**src/rtl/axil_cfg_bridge_if.sv**
```systemverilog
// AXI4-Lite slave bus plus cfg strobe bus seen by axil_cfg_bridge.
interface axil_cfg_bridge_if #(
  parameter int unsigned ADDR_W = 32,
  parameter int unsigned DATA_W = 32
);
  localparam int unsigned STRB_W = DATA_W / 8;

  // AXI4-Lite write channels
  logic [ADDR_W-1:0] s_axi_awaddr;
  logic              s_axi_awvalid;
  logic              s_axi_awready;
  logic [DATA_W-1:0] s_axi_wdata;
  logic [STRB_W-1:0] s_axi_wstrb;
  logic              s_axi_wvalid;
  logic              s_axi_wready;
  logic [1:0]        s_axi_bresp;
  logic              s_axi_bvalid;
  logic              s_axi_bready;

  // AXI4-Lite read channels
  logic [ADDR_W-1:0] s_axi_araddr;
  logic              s_axi_arvalid;
  logic              s_axi_arready;
  logic [DATA_W-1:0] s_axi_rdata;
  logic [1:0]        s_axi_rresp;
  logic              s_axi_rvalid;
  logic              s_axi_rready;

  // Register bank strobe interface
  logic              cfg_wr_en;
  logic [ADDR_W-1:0] cfg_wr_addr;
  logic [DATA_W-1:0] cfg_wr_data;
  logic              cfg_rd_en;
  logic [ADDR_W-1:0] cfg_rd_addr;
  logic              cfg_rd_vld;
  logic [DATA_W-1:0] cfg_rd_data;

  // Bridge view
  modport slave (
    input  s_axi_awaddr, s_axi_awvalid, s_axi_wdata, s_axi_wstrb, s_axi_wvalid,
    input  s_axi_bready, s_axi_araddr, s_axi_arvalid, s_axi_rready,
    output s_axi_awready, s_axi_wready, s_axi_bresp, s_axi_bvalid,
    output s_axi_arready, s_axi_rdata, s_axi_rresp, s_axi_rvalid,
    output cfg_wr_en, cfg_wr_addr, cfg_wr_data, cfg_rd_en, cfg_rd_addr,
    input  cfg_rd_vld, cfg_rd_data
  );

  // Host + register bank view
  modport master (
    output s_axi_awaddr, s_axi_awvalid, s_axi_wdata, s_axi_wstrb, s_axi_wvalid,
    output s_axi_bready, s_axi_araddr, s_axi_arvalid, s_axi_rready,
    input  s_axi_awready, s_axi_wready, s_axi_bresp, s_axi_bvalid,
    input  s_axi_arready, s_axi_rdata, s_axi_rresp, s_axi_rvalid,
    input  cfg_wr_en, cfg_wr_addr, cfg_wr_data, cfg_rd_en, cfg_rd_addr,
    output cfg_rd_vld, cfg_rd_data
  );
endinterface

```
**src/rtl/axil_cfg_bridge.sv**
```systemverilog
// AXI4-Lite slave terminating host accesses into single-cycle cfg_wr/cfg_rd strobes.
module axil_cfg_bridge #(
  parameter int unsigned REG_ADDR_WIDTH = 32,
  parameter int unsigned REG_DATA_WIDTH = 32,
  parameter int unsigned RD_TIMEOUT     = 16
) (
  input logic            s_axi_aclk,
  input logic            s_axi_areset,
  axil_cfg_bridge_if.slave bus
);

  localparam int unsigned STRB_W = REG_DATA_WIDTH / 8;
  localparam int unsigned CNT_W  = $clog2(RD_TIMEOUT + 1);
  localparam logic [1:0]  RESP_OKAY   = 2'b00;
  localparam logic [1:0]  RESP_SLVERR = 2'b10;

  typedef enum logic [1:0] {W_IDLE, W_ISSUE, W_RESP} w_state_t;
  typedef enum logic [1:0] {R_IDLE, R_ISSUE, R_WAIT, R_RESP} r_state_t;

  // Write path state
  w_state_t                  w_state_q, w_state_d;
  logic                      aw_held_q, aw_held_d;
  logic                      w_held_q, w_held_d;
  logic [REG_ADDR_WIDTH-1:0] wr_addr_q, wr_addr_d;
  logic [REG_DATA_WIDTH-1:0] wr_data_q, wr_data_d;
  logic [STRB_W-1:0]         wr_strb_q, wr_strb_d;
  logic                      awready_q, awready_d;
  logic                      wready_q, wready_d;
  logic                      bvalid_q, bvalid_d;
  logic [1:0]                bresp_q, bresp_d;
  logic                      cfg_wr_en_q, cfg_wr_en_d;
  logic [REG_ADDR_WIDTH-1:0] cfg_wr_addr_q, cfg_wr_addr_d;
  logic [REG_DATA_WIDTH-1:0] cfg_wr_data_q, cfg_wr_data_d;

  // Read path state
  r_state_t                  r_state_q, r_state_d;
  logic [REG_ADDR_WIDTH-1:0] rd_addr_q, rd_addr_d;
  logic [CNT_W-1:0]          cnt_q, cnt_d;
  logic                      arready_q, arready_d;
  logic                      rvalid_q, rvalid_d;
  logic [REG_DATA_WIDTH-1:0] rdata_q, rdata_d;
  logic [1:0]                rresp_q, rresp_d;
  logic                      cfg_rd_en_q, cfg_rd_en_d;
  logic [REG_ADDR_WIDTH-1:0] cfg_rd_addr_q, cfg_rd_addr_d;

  // Write FSM next-state and registered-output values
  always_comb begin
    w_state_d     = w_state_q;
    aw_held_d     = aw_held_q;
    w_held_d      = w_held_q;
    wr_addr_d     = wr_addr_q;
    wr_data_d     = wr_data_q;
    wr_strb_d     = wr_strb_q;
    bresp_d       = bresp_q;
    cfg_wr_addr_d = cfg_wr_addr_q;
    cfg_wr_data_d = cfg_wr_data_q;
    case (w_state_q)
      W_IDLE: begin
        if (bus.s_axi_awvalid && awready_q) begin
          aw_held_d = 1'b1;
          wr_addr_d = bus.s_axi_awaddr;
        end
        if (bus.s_axi_wvalid && wready_q) begin
          w_held_d  = 1'b1;
          wr_data_d = bus.s_axi_wdata;
          wr_strb_d = bus.s_axi_wstrb;
        end
        if (aw_held_d && w_held_d) begin
          w_state_d = W_ISSUE;
          aw_held_d = 1'b0;
          w_held_d  = 1'b0;
        end
      end
      W_ISSUE: begin
        bresp_d   = ((wr_addr_q[1:0] == 2'b00) && (&wr_strb_q)) ? RESP_OKAY : RESP_SLVERR;
        w_state_d = W_RESP;
      end
      W_RESP: begin
        if (bvalid_q && bus.s_axi_bready) w_state_d = W_IDLE;
      end
      default: w_state_d = W_IDLE;
    endcase
    awready_d   = (w_state_d == W_IDLE) && !aw_held_d;
    wready_d    = (w_state_d == W_IDLE) && !w_held_d;
    bvalid_d    = (w_state_d == W_RESP);
    cfg_wr_en_d = (w_state_q == W_IDLE) && (w_state_d == W_ISSUE) &&
                  (wr_addr_d[1:0] == 2'b00) && (&wr_strb_d);
    if (cfg_wr_en_d) begin
      cfg_wr_addr_d = wr_addr_d;
      cfg_wr_data_d = wr_data_d;
    end
  end

  // Write FSM state and output registers
  always_ff @(posedge s_axi_aclk) begin
    if (s_axi_areset) begin
      w_state_q     <= W_IDLE;
      aw_held_q     <= 1'b0;
      w_held_q      <= 1'b0;
      wr_addr_q     <= '0;
      wr_data_q     <= '0;
      wr_strb_q     <= '0;
      awready_q     <= 1'b0;
      wready_q      <= 1'b0;
      bvalid_q      <= 1'b0;
      bresp_q       <= 2'b00;
      cfg_wr_en_q   <= 1'b0;
      cfg_wr_addr_q <= '0;
      cfg_wr_data_q <= '0;
    end else begin
      w_state_q     <= w_state_d;
      aw_held_q     <= aw_held_d;
      w_held_q      <= w_held_d;
      wr_addr_q     <= wr_addr_d;
      wr_data_q     <= wr_data_d;
      wr_strb_q     <= wr_strb_d;
      awready_q     <= awready_d;
      wready_q      <= wready_d;
      bvalid_q      <= bvalid_d;
      bresp_q       <= bresp_d;
      cfg_wr_en_q   <= cfg_wr_en_d;
      cfg_wr_addr_q <= cfg_wr_addr_d;
      cfg_wr_data_q <= cfg_wr_data_d;
    end
  end

  // Read FSM next-state; a write strobe in the same cycle defers the read strobe
  always_comb begin
    r_state_d     = r_state_q;
    rd_addr_d     = rd_addr_q;
    cnt_d         = cnt_q;
    rdata_d       = rdata_q;
    rresp_d       = rresp_q;
    cfg_rd_addr_d = cfg_rd_addr_q;
    case (r_state_q)
      R_IDLE: begin
        if (bus.s_axi_arvalid && arready_q) begin
          rd_addr_d = bus.s_axi_araddr;
          r_state_d = R_ISSUE;
        end
      end
      R_ISSUE: begin
        if (rd_addr_q[1:0] != 2'b00) begin
          rdata_d   = '0;
          rresp_d   = RESP_SLVERR;
          r_state_d = R_RESP;
        end else if (cfg_rd_en_q) begin
          cnt_d     = '0;
          r_state_d = R_WAIT;
        end
      end
      R_WAIT: begin
        cnt_d = cnt_q + CNT_W'(1);
        if (bus.cfg_rd_vld) begin
          rdata_d   = bus.cfg_rd_data;
          rresp_d   = RESP_OKAY;
          r_state_d = R_RESP;
        end else if (cnt_d == CNT_W'(RD_TIMEOUT)) begin
          rdata_d   = '0;
          rresp_d   = RESP_SLVERR;
          r_state_d = R_RESP;
        end
      end
      R_RESP: begin
        if (bus.s_axi_rready) r_state_d = R_IDLE;
      end
      default: r_state_d = R_IDLE;
    endcase
    arready_d   = (r_state_d == R_IDLE);
    rvalid_d    = (r_state_d == R_RESP);
    cfg_rd_en_d = (r_state_d == R_ISSUE) && (rd_addr_d[1:0] == 2'b00) &&
                  (w_state_d != W_ISSUE);
    if (cfg_rd_en_d) cfg_rd_addr_d = rd_addr_d;
  end

  // Read FSM state and output registers
  always_ff @(posedge s_axi_aclk) begin
    if (s_axi_areset) begin
      r_state_q     <= R_IDLE;
      rd_addr_q     <= '0;
      cnt_q         <= '0;
      arready_q     <= 1'b0;
      rvalid_q      <= 1'b0;
      rdata_q       <= '0;
      rresp_q       <= 2'b00;
      cfg_rd_en_q   <= 1'b0;
      cfg_rd_addr_q <= '0;
    end else begin
      r_state_q     <= r_state_d;
      rd_addr_q     <= rd_addr_d;
      cnt_q         <= cnt_d;
      arready_q     <= arready_d;
      rvalid_q      <= rvalid_d;
      rdata_q       <= rdata_d;
      rresp_q       <= rresp_d;
      cfg_rd_en_q   <= cfg_rd_en_d;
      cfg_rd_addr_q <= cfg_rd_addr_d;
    end
  end

  assign bus.s_axi_awready = awready_q;
  assign bus.s_axi_wready  = wready_q;
  assign bus.s_axi_bvalid  = bvalid_q;
  assign bus.s_axi_bresp   = bresp_q;
  assign bus.s_axi_arready = arready_q;
  assign bus.s_axi_rvalid  = rvalid_q;
  assign bus.s_axi_rdata   = rdata_q;
  assign bus.s_axi_rresp   = rresp_q;
  assign bus.cfg_wr_en     = cfg_wr_en_q;
  assign bus.cfg_wr_addr   = cfg_wr_addr_q;
  assign bus.cfg_wr_data   = cfg_wr_data_q;
  assign bus.cfg_rd_en     = cfg_rd_en_q;
  assign bus.cfg_rd_addr   = cfg_rd_addr_q;

endmodule
```
**src/flat_wrapper.sv**
```systemverilog
// flat-port wrapper written by rule: the top's interface ports become plain ports
module axil_cfg_bridge_flat 
#(
  parameter int unsigned REG_ADDR_WIDTH = 32,
  parameter int unsigned REG_DATA_WIDTH = 32,
  parameter int unsigned RD_TIMEOUT     = 16
)
  (s_axi_aclk, s_axi_areset, bus_s_axi_awaddr, bus_s_axi_awvalid, bus_s_axi_wdata, bus_s_axi_wstrb, bus_s_axi_wvalid, bus_s_axi_bready, bus_s_axi_araddr, bus_s_axi_arvalid, bus_s_axi_rready, bus_s_axi_awready, bus_s_axi_wready, bus_s_axi_bresp, bus_s_axi_bvalid, bus_s_axi_arready, bus_s_axi_rdata, bus_s_axi_rresp, bus_s_axi_rvalid, bus_cfg_wr_en, bus_cfg_wr_addr, bus_cfg_wr_data, bus_cfg_rd_en, bus_cfg_rd_addr, bus_cfg_rd_vld, bus_cfg_rd_data);
  axil_cfg_bridge_if bus_i ();
  input logic s_axi_aclk;
  input logic s_axi_areset;
  input wire logic [$bits(bus_i.s_axi_awaddr)-1:0] bus_s_axi_awaddr;
  input wire logic [$bits(bus_i.s_axi_awvalid)-1:0] bus_s_axi_awvalid;
  input wire logic [$bits(bus_i.s_axi_wdata)-1:0] bus_s_axi_wdata;
  input wire logic [$bits(bus_i.s_axi_wstrb)-1:0] bus_s_axi_wstrb;
  input wire logic [$bits(bus_i.s_axi_wvalid)-1:0] bus_s_axi_wvalid;
  input wire logic [$bits(bus_i.s_axi_bready)-1:0] bus_s_axi_bready;
  input wire logic [$bits(bus_i.s_axi_araddr)-1:0] bus_s_axi_araddr;
  input wire logic [$bits(bus_i.s_axi_arvalid)-1:0] bus_s_axi_arvalid;
  input wire logic [$bits(bus_i.s_axi_rready)-1:0] bus_s_axi_rready;
  output wire logic [$bits(bus_i.s_axi_awready)-1:0] bus_s_axi_awready;
  output wire logic [$bits(bus_i.s_axi_wready)-1:0] bus_s_axi_wready;
  output wire logic [$bits(bus_i.s_axi_bresp)-1:0] bus_s_axi_bresp;
  output wire logic [$bits(bus_i.s_axi_bvalid)-1:0] bus_s_axi_bvalid;
  output wire logic [$bits(bus_i.s_axi_arready)-1:0] bus_s_axi_arready;
  output wire logic [$bits(bus_i.s_axi_rdata)-1:0] bus_s_axi_rdata;
  output wire logic [$bits(bus_i.s_axi_rresp)-1:0] bus_s_axi_rresp;
  output wire logic [$bits(bus_i.s_axi_rvalid)-1:0] bus_s_axi_rvalid;
  output wire logic [$bits(bus_i.cfg_wr_en)-1:0] bus_cfg_wr_en;
  output wire logic [$bits(bus_i.cfg_wr_addr)-1:0] bus_cfg_wr_addr;
  output wire logic [$bits(bus_i.cfg_wr_data)-1:0] bus_cfg_wr_data;
  output wire logic [$bits(bus_i.cfg_rd_en)-1:0] bus_cfg_rd_en;
  output wire logic [$bits(bus_i.cfg_rd_addr)-1:0] bus_cfg_rd_addr;
  input wire logic [$bits(bus_i.cfg_rd_vld)-1:0] bus_cfg_rd_vld;
  input wire logic [$bits(bus_i.cfg_rd_data)-1:0] bus_cfg_rd_data;
  assign bus_i.s_axi_awaddr = bus_s_axi_awaddr;
  assign bus_i.s_axi_awvalid = bus_s_axi_awvalid;
  assign bus_i.s_axi_wdata = bus_s_axi_wdata;
  assign bus_i.s_axi_wstrb = bus_s_axi_wstrb;
  assign bus_i.s_axi_wvalid = bus_s_axi_wvalid;
  assign bus_i.s_axi_bready = bus_s_axi_bready;
  assign bus_i.s_axi_araddr = bus_s_axi_araddr;
  assign bus_i.s_axi_arvalid = bus_s_axi_arvalid;
  assign bus_i.s_axi_rready = bus_s_axi_rready;
  assign bus_s_axi_awready = bus_i.s_axi_awready;
  assign bus_s_axi_wready = bus_i.s_axi_wready;
  assign bus_s_axi_bresp = bus_i.s_axi_bresp;
  assign bus_s_axi_bvalid = bus_i.s_axi_bvalid;
  assign bus_s_axi_arready = bus_i.s_axi_arready;
  assign bus_s_axi_rdata = bus_i.s_axi_rdata;
  assign bus_s_axi_rresp = bus_i.s_axi_rresp;
  assign bus_s_axi_rvalid = bus_i.s_axi_rvalid;
  assign bus_cfg_wr_en = bus_i.cfg_wr_en;
  assign bus_cfg_wr_addr = bus_i.cfg_wr_addr;
  assign bus_cfg_wr_data = bus_i.cfg_wr_data;
  assign bus_cfg_rd_en = bus_i.cfg_rd_en;
  assign bus_cfg_rd_addr = bus_i.cfg_rd_addr;
  assign bus_i.cfg_rd_vld = bus_cfg_rd_vld;
  assign bus_i.cfg_rd_data = bus_cfg_rd_data;
  axil_cfg_bridge #(.REG_ADDR_WIDTH(REG_ADDR_WIDTH), .REG_DATA_WIDTH(REG_DATA_WIDTH), .RD_TIMEOUT(RD_TIMEOUT)) u_core (.s_axi_aclk(s_axi_aclk), .s_axi_areset(s_axi_areset), .bus(bus_i));
endmodule
```
**config.mk**
```make
export PLATFORM = sky130hd
export DESIGN_NAME = axil_cfg_bridge_flat
export DESIGN_NICKNAME = d
export VERILOG_FILES = /design/src/rtl/axil_cfg_bridge_if.sv /design/src/rtl/axil_cfg_bridge.sv /design/src/flat_wrapper.sv
export SDC_FILE = /design/constraint.sdc
export NUM_CORES = 1
export LEC_CHECK = 0
export ABC_AREA = 1
export BUFFER_PORTS_ARGS = -buffer_cell sky130_fd_sc_hd__buf_4
export CAP_MARGIN = 20
export CELL_PAD_IN_SITES_DETAIL_PLACEMENT = 0
export CELL_PAD_IN_SITES_GLOBAL_PLACEMENT = 1
export CORE_MARGIN = 2
export CORE_UTILIZATION = 37
export DETAILED_ROUTE_END_ITERATION = 10
export PLACE_DENSITY = 0.92
export SETUP_SLACK_MARGIN = 0.3
export SLEW_MARGIN = 20
export SYNTH_ARGS = -nofsm -noshare
export SYNTH_HDL_FRONTEND = slang
export SYNTH_SLANG_ARGS = --single-unit
```
**constraint.sdc**
```tcl
create_clock -name s_axi_aclk -period 2.8 [get_ports s_axi_aclk]
set_clock_uncertainty 0.2 [all_clocks]
set_input_delay 0.42 -clock s_axi_aclk [delete_from_list [all_inputs] [get_ports s_axi_aclk]]
set_output_delay 0.42 -clock s_axi_aclk [all_outputs]
set_load 0.05 [all_outputs]
```
# Word level (Yosys, flattened, before mapping)
# Index checks and enable logic that the tools add are counted.
[totals]
reg_bits = 250
inputBits = 140
output_inout_bits = 139
elab_cells = 104
[op_classes]
add_sub_neg = 1
n_eq_ne = 15
muxes = 38
reduce_logical = 28
[op_table]
columns = ["operator", "count"]
rows = [
  ["$mux 32", 9],
  ["$pmux 32 s2", 1],
  ["$mux 2", 12],
  ["$logic_not 2->1", 7],
  ["$logic_and 1x1->1", 13],
  ["$eq 2x2->1 const B", 5],
  ["$mux 5", 2],
  ["$pmux 5 s2", 1],
  ["$eq 2x1->1 const B", 4],
  ["$mux 1", 8],
  ["$mux 4", 2],
  ["$pmux 2 s4", 1],
  ["$reduce_and 4->1", 2],
  ["$ne 2x1->1 const B", 3],
  ["$pmux 2 s3", 1],
  ["$reduce_and 3->1", 2],
  ["$add 5x1->5 const B", 1],
  ["$eq 5x5->1 const B", 1],
  ["$pmux 2 s2", 1],
  ["$reduce_bool 2->1", 2],
  ["$ne 3x2->1 const B", 1],
  ["$logic_not 1->1", 2],
  ["$ne 2x2->1 const B", 1],
]

# Longest topological paths before layout
[logic_depth]
word_depth = 10
mapped_depth = 15
depth_no_buf = 14

# Least setup slack after synthesis
# OpenSTA, ideal clock, no wires.
[synth_timing]
kind = "flip-flop to flip-flop"
from = "register u_core.wready_q (netlist: u_core.bus.s_axi_wready)"
to = "register u_core.cfg_wr_data_q[10] (netlist: u_core.bus.cfg_wr_data[10])"
setup_time_ps = 62
arrival_time_ps = 1940
required_ps = 2538
setup_slack_ps = 597
stages_incl_launch_ff = 14
path_buffers = 3
synth_period_minus_slack_ps = 2203
path_cell_list = "dfxtp_1 -> nand2_1 -> inv_1 -> nand2_2 -> buf_6 -> nand2_1 -> o21ai_1 -> nor3_2 -> nand2_1 -> inv_2 -> buf_6 -> buf_8 -> nor2_2 -> nor2_2"
[synth_between]
elab_chain_len = 10
elab_cells_between_ends = 15
cone_classes = "eq/ne (1); mux (8); reduce/logical (6)"
[synth_lines]
columns = ["item", "line", "rtl"]
rows = [
  ["start: declaration", "axil_cfg_bridge.sv:28", "logic wready_q, wready_d;"],
  ["start signal: assignment", "axil_cfg_bridge.sv:118", "wready_q <= wready_d;"],
  ["$logic_and 1x1->1 *", "axil_cfg_bridge.sv:63", "if (bus.s_axi_wvalid && wready_q) begin"],
  ["$mux 1", "axil_cfg_bridge.sv:63", ""],
  ["$mux 1", "axil_cfg_bridge.sv:57", "case (w_state_q)"],
  ["$logic_and 1x1->1", "axil_cfg_bridge.sv:68", "if (aw_held_d && w_held_d) begin"],
  ["$mux 2", "axil_cfg_bridge.sv:68", ""],
  ["$pmux 2 s3", "axil_cfg_bridge.sv:57", ""],
  ["$eq 2x1->1", "axil_cfg_bridge.sv:86", "cfg_wr_en_d = (w_state_q == W_IDLE) && (w_state_d == W_ISSUE) &&"],
  ["$logic_and 1x1->1 (2 in series)", "axil_cfg_bridge.sv:86", ""],
  ["$logic_and 1x1->1", "axil_cfg_bridge.sv:87", "(wr_addr_d[1:0] == 2'b00) && (&wr_strb_d);"],
  ["end signal: assignment", "axil_cfg_bridge.sv:123", "cfg_wr_data_q <= cfg_wr_data_d;"],
  ["end: declaration", "axil_cfg_bridge.sv:33", "logic [REG_DATA_WIDTH-1:0] cfg_wr_data_q, cfg_wr_data_d;"],
]
# Every way passes the cells marked *; elsewhere a longest branch is shown, timed or not. The select of a mux whose other input is x is not followed.
# A chain may end at the register's enable or synchronous reset.

# Worst setup path after layout
[layout_timing]
from = "register u_core.r_state_q[0]"
to = "register u_core.cfg_rd_addr_q[24] (netlist: u_core.bus.cfg_rd_addr[24])"
[layout_between]
elab_chain_len = 6
elab_cells_between_ends = 16
cone_classes = "eq/ne (4); mux (8); reduce/logical (4)"
[layout_lines]
columns = ["item", "line", "rtl"]
rows = [
  ["start: declaration", "axil_cfg_bridge.sv:36", "r_state_t r_state_q, r_state_d;"],
  ["start signal: assignment", "axil_cfg_bridge.sv:189", "r_state_q <= r_state_d;"],
  ["$mux 2, on equally long branches", "axil_cfg_bridge.sv:158, axil_cfg_bridge.sv:147", ""],
  ["$mux 2, on equally long branches", "axil_cfg_bridge.sv:154, axil_cfg_bridge.sv:143", ""],
  ["$pmux 2 s4", "axil_cfg_bridge.sv:135", "case (r_state_q)"],
  ["$eq 2x1->1", "axil_cfg_bridge.sv:171", "cfg_rd_en_d = (r_state_d == R_ISSUE) && (rd_addr_d[1:0] == 2'b00) &&"],
  ["$logic_and 1x1->1 (2 in series)", "axil_cfg_bridge.sv:171", ""],
  ["end signal: assignment", "axil_cfg_bridge.sv:197", "cfg_rd_addr_q <= cfg_rd_addr_d;"],
  ["end: declaration", "axil_cfg_bridge.sv:44", "logic [REG_ADDR_WIDTH-1:0] cfg_rd_addr_q, cfg_rd_addr_d;"],
]
# Several ways; a longest one is shown, not always the timed one.

==> impl_metrics.json <==
{
  "grt_pass1_wl_um": 43600,
  "dr.first_iter.drc_count": 575,
  "synth-edff-count": 0,
  "layout-drive-gt1-share_pct": 26.4,
  "cap_violations": 0,
  "layout_commonest_cell": "nor2_1",
  "dp_hpwl_um": 16800,
  "rows": 58,
  "synth_top_area_share_pct": 51.7,
  "mostFrequentLayoutCells": "nor2_1, buf_4, dfxtp_1, nand2_1, dlygate4sd3_1",
  "io_buffers": 276,
  "ff_latch_area_sq_um": 4960,
  "start_kind": "flip-flop",
  "worst_slew_pin_slew_ns": 0.711,
  "path_max_fanout": 30,
  "clock.fmax_mhz": 434,
  "rrSetupSlack_ns": 0.50,
  "cp.arrival_ns": 2.53,
  "synth_area_sq_um": 9590,
  "yosysSeqAreaShare_pct": 51.7,
  "slew_headroom_pct": 52.6,
  "path_cells": "inv_1 > ha_1 > nand3_2 > buf_4 > nand2_1 > nand2_1 > nor2_1 > nand2_1 > inv_1 > buf_4 > nand4_1 > nand2_1 > nor2_1",
  "crit_type": "flip-flop to flip-flop",
  "finalWirelength_um": 27600,
  "gp_congestion": 0.767,
  "cts_sinks": 248,
  "die_x_um": 165,
  "period_share_pct": 82.3,
  "vias": 9095,
  "hold_ws_ns": 0.0184,
  "critPathRequiredTime_ns": 3.02,
  "cts_buffer_depth": 3,
  "met2_usage_pct": 34.8,
  "fin_cells": 1966,
  "p_leak_uw": 0.00680,
  "route.antenna.remaining_nets": 0,
  "finalMaxSlewViolations": 0,
  "outcome": "completed",
  "synth.lib_cells_used.distinct": 31,
  "yosysTopAreaCell": "dfxtp_1",
  "endpoint_kind": "flip-flop",
  "rsz0062_at_grt": "false",
  "start_util_pct": 37.9,
  "grt_max_degree": 150,
  "io_pins": 279,
  "die_area_sq_um": 27200,
  "drt_pass1_iterations": 5,
  "dp_cells": 1792,
  "drc_errors": 0,
  "hold_violations": 0,
  "cts_buffers": 28,
  "tritoncts": "done",
  "slowest_delay_ns": 0.34,
  "grtUsageMet3_pct": 4.97,
  "yosysWarningCount": 0,
  "ir_worst_vdd_mv": 0.447,
  "n_fill_cell": 2247,
  "synthArstFlopShare_pct": 0,
  "yosys-top-cells-area": "dfxtp_1, nor2_1, nand2_1",
  "antenna_found_initial": 1,
  "htreeDepth": 1,
  "clock_latency_ns": 0.53,
  "pwr_density_cell_nw_per_um2": 778,
  "period_needed_ns": 2.30,
  "clk_pin_slew_ns": 0.06,
  "core_sq_um": 25300,
  "hp-class": "input pin to flip-flop",
  "yosys_register_bits": 248,
  "multi_input_comb_area_sq_um": 3910,
  "globalRoute.busiestLayer": "met2",
  "syn_area_per_cell_sq_um": 7.73,
  "post_drt_wl_per_cell_um": 14.1,
  "grt_pass1_vias": 8995,
  "die_h_um": 165,
  "overflow": 0,
  "vias_per_cell": 4.63,
  "fin_nets": 1760,
  "area_growth_syn_to_layout_pct": 47.0,
  "root_buffer": "clkbuf_16",
  "grt_usage_pct": 19.7,
  "cp_slowest_cell": "dfxtp_1",
  "cpMostUsedCell": "nand2_1",
  "grtUsageMet1_pct": 22.9,
  "fin_setup_tns_ns": 0,
  "ys.flop_type": "dfxtp_1",
  "setup_viol": 0,
  "synthCells": 1241
}
## worst paths after layout
kind	depth (start not counted)	endpoint	startpoint
hold reg to reg	2	u_core.bus.cfg_wr_addr[0]	u_core.bus.cfg_wr_addr[0]
setup / recovery	13	u_core.bus.cfg_rd_addr[24]	u_core.r_state_q[0]
hold / removal	3	u_core.wr_data_q[10]	bus_s_axi_wdata[10]
setup reg to reg	13	u_core.bus.cfg_rd_addr[24]	u_core.r_state_q[0]
## what timing repair did
item	in CTS	in global routing
hold endpoints to repair	122	0
hold buffers	122	0
setup endpoints to repair	0	21
gates resized for setup	0	2
setup buffers	0	0
## cell families after synthesis
group | synth area share, %
buffers and inverters | 7.63
AOI/OAI and AO/OA | 6.89
other | 0.0391
and+or+nand+nor | 29.8
adders and majority gates | 0.782
DFF | 51.7
muxes | 3.13
## synth_stat cells (4+ instances only)
cell type,n
nor2_1,292
dfxtp_1,248
nand2_1,238
inv_1,94
o21ai_0,66
or2_2,62
clkbuf_1,43
nand4_1,34
a22oi_1,32
mux2i_1,30
nor2_2,20
buf_1,14
nand3_1,14
buf_2,9
a21oi_1,8
buf_6,6
ha_1,6
o21ai_1,5
nor3_1,4
## final cells by class
type                       instances  area share [%]
tap                              330            2.93
inverter                          96            2.56
timing repair buffer             418            25.1
clock buffer                      40            5.72
sequential                       248            35.2
antenna                            1          0.0177
clock inverter                    11           0.763
multi-input combinational        822            27.7
## report_power, final
| part | switching (uW) | leakage (uW) | internal, uW |
|---|---|---|---|
| registers | 148 | 0.00202 | 3890 |
| clock network | 1430 | 0.000454 | 2180 |
| logic | 2090 | 0.00433 | 1240 |
## metal layers
metal	up-vias	part of all wire, %
met5	-	0
met4	0	3.4
met3	71	7.1
met2	298	48
met1	4112	42
li1	4614	-
## stage by stage
step | total power, uW | instance area (sq um) | util, % | setup slack, ns
2_1_floorplan | 6330 | 9600 | - | 0.597
3_3_place_gp | 7220 | 12000 | 47.2 | 0.509
3_5_place_dp | 7260 | 12000 | 47.2 | 0.501
4_1_cts | 11000 | 14100 | 55.6 | 0.458
5_1_grt | 11600 | 14100 | 55.7 | 0.301
6_report | 11000 | 14100 | 55.7 | 0.496
## flip-flops by register name, indices dropped and copies added (netlist names), 2 cells and up
signal,count
u_core.bus.cfg_rd_addr,32
u_core.bus.cfg_wr_addr,32
u_core.bus.cfg_wr_data,32
u_core.bus.s_axi_rdata,32
u_core.rd_addr_q,32
u_core.wr_addr_q,32
u_core.wr_data_q,32
u_core.cnt_q,5
u_core.wr_strb_q,4
u_core.r_state_q,2
u_core.w_state_q,2
## worst max-delay path, delay by kind of cell, from the launching register on
kind          cells  cell delay, ns
flops             1            0.34
buf+inv           4            0.75
simple gates      8            0.67
fa+ha+maj         1            0.20
Power figures use the tool's default switching activity.
